[src/rtl/conv3x3_stream.sv]
// conv3x3_stream: streaming 3x3 Laplacian convolution engine.
//
// Raster-order pixels are accepted on a valid/ready handshake. Two line
// buffers and a window register build a 3x3 neighbourhood. Every interior
// pixel produces one signed result on a backpressured output port.
// Optional build macro: CONV_CLAMP_EN clamps each result to [0, 2^PIX_W-1].
//
// Ports:
//   clk, reset      rising-edge clock, synchronous active-low reset
//   mode            0 = 4-neighbour kernel, 1 = 8-neighbour kernel; latched
//                   on the first pixel of each frame
//   in_valid/in_ready/in_pix      pixel input stream
//   out_valid/out_ready/out_pix   result stream (signed, OUT_W bits)
//   out_row/out_col               result coordinates (window centre - 1)
//   frame_done      pulse on the handshake of the last result of a frame
//   busy            high from the first accepted pixel until frame_done
module conv3x3_stream #(
    parameter int IMG_W = 10,
    parameter int IMG_H = 10,
    parameter int PIX_W = 8,
    localparam int OUT_W = PIX_W + 4,
    localparam int RW = $clog2(IMG_H),
    localparam int CW = $clog2(IMG_W)
) (
    input  logic                    clk,
    input  logic                    reset,
    input  logic                    mode,
    input  logic                    in_valid,
    output logic                    in_ready,
    input  logic [PIX_W-1:0]        in_pix,
    output logic                    out_valid,
    input  logic                    out_ready,
    output logic signed [OUT_W-1:0] out_pix,
    output logic [RW-1:0]           out_row,
    output logic [CW-1:0]           out_col,
    output logic                    frame_done,
    output logic                    busy
);
    localparam int SW = PIX_W + 3;
`ifdef CONV_CLAMP_EN
    localparam logic [OUT_W-1:0] PIX_MAX = OUT_W'((1 << PIX_W) - 1);
`endif

    typedef enum logic [1:0] {IDLE, FILL, RUN} state_t;
    state_t state, state_nx;

    logic [RW-1:0]    in_row;
    logic [CW-1:0]    in_col;
    logic [PIX_W-1:0] lb0 [IMG_W];
    logic [PIX_W-1:0] lb1 [IMG_W];
    // Only the two older window columns are stored; the newest column comes
    // straight from the line buffers and in_pix so S1 sees the shifted window
    // in the same cycle the pixel is accepted.
    logic [PIX_W-1:0] win_a [3];
    logic [PIX_W-1:0] win_b [3];
    logic             mode_q;
    logic             next_started;

    logic             stall, accept, first_px, win_ok, last_hs;
    logic [PIX_W-1:0] col_top, col_mid;
    logic [SW-1:0]    sum4, sum8;

    logic             s1_valid, s1_mode;
    logic [SW-1:0]    s1_sum;
    logic [PIX_W-1:0] s1_ctr;
    logic [RW-1:0]    s1_row;
    logic [CW-1:0]    s1_col;
    logic [OUT_W-1:0] ctr_scaled, res_raw, res;

    assign stall    = out_valid && !out_ready;
    assign in_ready = !stall;
    assign accept   = in_valid && in_ready;
    assign first_px = (in_row == '0) && (in_col == '0);
    assign win_ok   = (in_row >= RW'(2)) && (in_col >= CW'(2));
    assign last_hs  = out_valid && out_ready &&
                      (out_row == RW'(IMG_H - 3)) && (out_col == CW'(IMG_W - 3));
    assign busy     = (state != IDLE);

    // ---------------- FSM ----------------
    always_ff @(posedge clk) begin
        if (!reset) state <= IDLE;
        else        state <= state_nx;
    end

    always_comb begin
        state_nx   = state;
        frame_done = 1'b0;
        case (state)
            IDLE: if (accept) state_nx = FILL;
            FILL: if (accept && in_row == RW'(2) && in_col == CW'(2)) state_nx = RUN;
            RUN: begin
                if (last_hs) begin
                    frame_done = 1'b1;
                    // The next frame may already have started while the
                    // previous frame's last results were draining.
                    state_nx = (next_started || (accept && first_px)) ? FILL : IDLE;
                end
            end
            default: state_nx = IDLE;
        endcase
    end

    always_ff @(posedge clk) begin
        if (!reset) begin
            next_started <= 1'b0;
        end else if (state != RUN || last_hs) begin
            next_started <= 1'b0;
        end else if (accept && first_px) begin
            next_started <= 1'b1;
        end
    end

    // ---------------- input counters and mode latch ----------------
    always_ff @(posedge clk) begin
        if (!reset) begin
            in_row <= '0;
            in_col <= '0;
            mode_q <= 1'b0;
        end else if (accept) begin
            if (first_px) mode_q <= mode;
            if (in_col == CW'(IMG_W - 1)) begin
                in_col <= '0;
                in_row <= (in_row == RW'(IMG_H - 1)) ? '0 : in_row + RW'(1);
            end else begin
                in_col <= in_col + CW'(1);
            end
        end
    end

    // ---------------- line buffers and window ----------------
    always_ff @(posedge clk) begin
        if (accept) begin
            lb1[in_col] <= lb0[in_col];
            lb0[in_col] <= in_pix;
            win_a[0]    <= win_b[0];
            win_a[1]    <= win_b[1];
            win_a[2]    <= win_b[2];
            win_b[0]    <= col_top;
            win_b[1]    <= col_mid;
            win_b[2]    <= in_pix;
        end
    end

    // Window after the shift: left = win_a, centre = win_b, right = new column.
    always_comb begin
        col_top = lb1[in_col];
        col_mid = lb0[in_col];
        sum4 = SW'(win_b[0]) + SW'(win_b[2]) + SW'(win_a[1]) + SW'(col_mid);
        sum8 = SW'(win_a[0]) + SW'(win_a[1]) + SW'(win_a[2]) +
               SW'(win_b[0]) + SW'(win_b[2]) +
               SW'(col_top) + SW'(col_mid) + SW'(in_pix);
    end

    // ---------------- S1: neighbour sum ----------------
    always_ff @(posedge clk) begin
        if (!reset) begin
            s1_valid <= 1'b0;
            s1_mode  <= 1'b0;
            s1_sum   <= '0;
            s1_ctr   <= '0;
            s1_row   <= '0;
            s1_col   <= '0;
        end else if (!stall) begin
            s1_valid <= accept && win_ok;
            s1_mode  <= mode_q;
            s1_sum   <= mode_q ? sum8 : sum4;
            s1_ctr   <= win_b[1];
            s1_row   <= in_row - RW'(2);
            s1_col   <= in_col - CW'(2);
        end
    end

    // ---------------- S2: centre weighting ----------------
    always_comb begin
        ctr_scaled = s1_mode ? (OUT_W'(s1_ctr) << 3) : (OUT_W'(s1_ctr) << 2);
        res_raw    = OUT_W'(s1_sum) - ctr_scaled;
`ifdef CONV_CLAMP_EN
        if (res_raw[OUT_W-1])      res = '0;
        else if (res_raw > PIX_MAX) res = PIX_MAX;
        else                        res = res_raw;
`else
        res = res_raw;
`endif
    end

    always_ff @(posedge clk) begin
        if (!reset) begin
            out_valid <= 1'b0;
            out_pix   <= '0;
            out_row   <= '0;
            out_col   <= '0;
        end else if (!stall) begin
            out_valid <= s1_valid;
            if (s1_valid) begin
                out_pix <= res;
                out_row <= s1_row;
                out_col <= s1_col;
            end
        end
    end

endmodule

[config.mk]
export PLATFORM = sky130hd
export DESIGN_NAME = conv3x3_stream
export DESIGN_NICKNAME = d
export VERILOG_FILES = /design/src/rtl/conv3x3_stream.sv
export SDC_FILE = /design/constraint.sdc
export NUM_CORES = 1
export LEC_CHECK = 0
export BUFFER_PORTS_ARGS = -buffer_cell sky130_fd_sc_hd__buf_2
export CORE_MARGIN = 1
export CORE_UTILIZATION = 55
export CTS_BUF_LIST = sky130_fd_sc_hd__clkbuf_8 sky130_fd_sc_hd__clkbuf_16
export CTS_CLUSTER_SIZE = 25
export DETAILED_ROUTE_END_ITERATION = 6
export PLACE_DENSITY_LB_ADDON = 0.15
export SYNTH_ARGS = -nofsm -noshare
export SYNTH_HDL_FRONTEND = slang
export SYNTH_SLANG_ARGS = --single-unit
[constraint.sdc]
create_clock -name clk -period 6.09 [get_ports clk]
set_input_delay 0.609 -clock clk [delete_from_list [all_inputs] [get_ports clk]]
set_output_delay 0.609 -clock clk [all_outputs]
set_load 0.05 [all_outputs]
==> results.env <==
OUTCOME='complete, no violations'
NUMBER_OF_CLOCK_SINKS=274
HPWL_UM=15900
CRIT_PATH_FREQUENT_CELL='sky130_fd_sc_hd__fa_1'
WORSTHOLDSTART='mode'
CTS_SETUP_BUFFERS=0
YS.WARNINGS.COUNT=0
GRTUSAGETOTAL_PCT=22.0
POST_SYNTH_CELL_TYPES=63
YOSYSSEQAREASHARE_PCT=59.1
CLOCKBUFFERDEPTH=3
ENDPOINT_KIND='flip-flop'
CTS-ROOT-BUF='sky130_fd_sc_hd__clkbuf_16'
POST_SYNTH.CELL_AREA_AVG_UM2=14.0
AREA_OF_THE_MAPPED_NETLIST_UM2=12800
GR-TOTAL-OVERFLOW=0
WIRE_PER_INST_UM=19.5
SYN_TO_FINAL_GROWTH_PCT=11.5
WORST_SKEW_LATE_LATENCY_NS=0.54
SYNTHCELLS=914
FINAL_CLOCK_SKEW_NS=0.00967
DRT_FIRST_ITER_VIOLATIONS=473
FINAL_NETS=1071
DOMINANTREGCELLSYNTH='sky130_fd_sc_hd__edfxtp_1'
MIN_DELAY_WORST_ENDPOINT='mode_q'
CLOCK_BUFFER_COUNT_FROM_CTS=29
MAX_FREQ_MHz=180
NUM_VIAS=7149
START_UTIL_PCT=56.4
COUNT_OF_FLIP_FLOPS_WITH_A_BUILT_IN_ENABLE_AFTER_SYNTHESIS=208
DIEAREA_UM2=23900
TIMING.FINAL.HOLD_VIOLATIONS=0
ANTENNA_VIOLATIONS_BEFORE_REPAIR=1
FIRST_PASS_GRT_WIRE_LENGTH_UM=39700
CORE.ROWCOUNT=55
MIN_PERIOD_OVER_PERIOD_PCT=91.2
DIE_W_UM=155
COREAREA_UM2=22700
CP_SLOWEST_STAGE_DELAY_NS=0.54
HOLD_PATH.CLASS='in -> reg'
WORSTPATHCELLLIST='buf_12 > mux4_2 > mux2_2 > o21ai_1 > fa_1 > fa_1 > fa_1 > fa_1 > inv_1 > fa_1 > a211oi_1 > nor2_1 > nor4b_1 > o21ai_0 > a31oi_1'
TOTALPOWERFINAL_mW=5.81
LAYOUT.CELLS.MOST_COMMON_LIST='208 x sky130_fd_sc_hd__edfxtp_1, 87 x sky130_fd_sc_hd__inv_1, 71 x sky130_fd_sc_hd__nand2_1'
POST-ROUTE-MIN-PERIOD_NS=5.55
FINALMAXSLEWVIOLATIONS=0
ANTENNA_CELLS_INSERTED=0
REGISTER_AREA_UM2=7570
ANT_NETS=0
DRCVIOLATIONCOUNT=0
FINAL_CELLS=1267
VDD_IR_DROP_MAX_mV=0.303
PLACEDCELLCOUNT=1215
MULTI_INPUT_COMB_AREA_UM2=4760
TIMING.CRITICAL_PATH.ARRIVAL_NS=6.02
MAXCAPVIOLCOUNT=0
CTS_TREE='done'
YS_FF_LATCH=274
TIMING.SLEW.HEADROOM_PCT=27.1
CRIT_PATH_START_KIND='flip-flop'
ROUTED_WL_UM=24700
NUMPORTBUFFERS=36
CELLS_ON_WORST_REG2REG_PATH=15
CLK_PIN_SLEW_WORST_PATHS_NS=0.06
CTS_RESIZED=0
CTS_HOLD_REPAIR.BUFFERS=0
TIMING.CRITICAL_PATH.FANOUT_MAX=31
CHIPHEIGHT_UM=155
POSTSYNTH.ASYNCRESETSHARE_PCT=0
SETUP.WORST_PATH.CLASS='reg -> reg'
SYNTH_NETS=1024
POST_ROUTE_CELLS_DRIVE_ABOVE_1_SHARE_PCT=16.1
WORST_PIN_SLEW_NS=1.09
POWER.LEAKAGE_nW=5.25
FINAL-SETUP-VIOL-COUNT=0
FILLER_CELLS_INSERTED=1718
MAXIMUM_NUMBER_OF_PINS_ON_ONE_NET_BEFORE_GLOBAL_ROUTE_REPAIR=55
SETUP-TNS-FINAL_NS=0
FIRST_PASS_ITERS=4
TOP_LEVEL_PORT_COUNT=37
DATA_REQUIRED_TIME_OF_THE_CRITICAL_PATH_NS=6.56
RSZ0062_AT_GRT='false'
H-TREE-DEPTH=1
FINAL_COMMON_CELL='sky130_fd_sc_hd__edfxtp_1'
VIAS_IN_THE_FIRST_GLOBAL_ROUTE=7252
TIMING.REG2REG.SETUP_SLACK_NS=0.54
MIN_DELAY_PATH_DEPTH=3
R2R-END='s1_sum[8]'
CRITPATHSLOWESTCELL='sky130_fd_sc_hd__mux4_2'
ROUTE.DETAILED.VIAS_PER_INST=5.64
PWR_DENSITY_CELL_nW_PER_UM2=407
PLACE.GP.CONGESTION=0.830
critical path: cells and delay by family, from the launching register on:
kind / cells / cell delay, ns
buffers and inverters: 2 / 0.37
adder cells (fa/ha/maj): 5 / 2.54
AND/OR/NAND/NOR: 2 / 0.39
flip-flops: 1 / 0.49
AO/OA/AOI/OAI: 4 / 0.88
multiplexers: 2 / 0.81
synthesized netlist by cell type (all sizes together) (6+ instances only):
| master | count | area share (%) |
|---|---|---|
| a211oi | 22 | 1.3 |
| a21oi | 49 | 1.9 |
| a31oi | 7 | 0.34 |
| buf | 19 | 0.78 |
| clkbuf | 18 | 0.53 |
| dfxtp | 66 | 10 |
| edfxtp | 208 | 49 |
| fa | 64 | 10 |
| ha | 33 | 3.2 |
| inv | 87 | 2.6 |
| mux2 | 12 | 1.1 |
| mux2i | 28 | 2.2 |
| mux4 | 32 | 5.6 |
| nand2 | 71 | 2.1 |
| nand3 | 13 | 0.51 |
| nand4 | 6 | 0.29 |
| nor2 | 52 | 1.5 |
| nor2b | 9 | 0.44 |
| nor3 | 8 | 0.31 |
| o21ai | 36 | 1.4 |
| xnor2 | 6 | 0.41 |
per-layer routing:
metal	global-route usage (%)	vias to the layer above	routed length [um]
li1	-	3406	-
met1	30.2	3564	11200
met2	36.8	138	11900
met3	3.45	39	958
met4	6.08	2	560
met5	0	-	13
layout make-up:
type                    instances  share of cell area, %
clock inverters                23                   1.45
inverters                      87                   2.29
repair buffers                 53                   2.33
clock buffers                  29                   5.08
well taps                     285                   2.50
flip-flops and latches        274                   53.0
multi-input cells             516                   33.3
stage by stage:
stage               cell area [um2]  utilization, %  hold slack, ns  setup WS (ns)
floorplan                     12800               -           0.426          0.833
global placement              13300            58.8           0.430          0.570
detailed placement            13300            58.8           0.441          0.529
CTS                           14300            62.9           0.304          0.499
global route                  14300            62.9           0.321        0.00406
finish                        14300            62.9           0.319          0.539
where the power goes:
part	internal (mW)	switching [mW]
registers	2.12	0.0542
clock network	1.03	0.689
logic	0.824	1.10
total	3.97	1.84
how the worst max path moves through the flow:
stage,startpoint,endpoint,slack (ns),depth (start not counted)
floorplan,flip-flop,s1_sum[10],0.83,18
global placement,flip-flop,s1_sum[8],0.57,15
detailed placement,flip-flop,s1_sum[10],0.53,15
CTS,flip-flop,s1_sum[8],0.50,15
global route,flip-flop,s1_sum[8],0.004,16
finish,flip-flop,s1_sum[8],0.54,15
cells by family (layout without fill, tap and decap cells):
kind of cell | Yosys count | in the layout | share of synthesized area [%]
muxes | 72 | 72 | 8.87
DFF | 274 | 274 | 59.1
xor gates and xnor gates | 10 | 10 | 0.684
AOI/OAI and AO/OA | 141 | 141 | 6.70
adders and majority gates | 97 | 97 | 13.2
and+or+nand+nor | 196 | 196 | 7.55
buffers and inverters | 124 | 192 | 3.86
state kept, by name (all words and copies together) (netlist names), 8 cells and up, named ones only:
signal,count
win_a,24
s1_sum,11
lb0,80
s1_ctr,8
out_pix,12
win_b,24
lb1,80
Power figures use the tool's default switching activity.
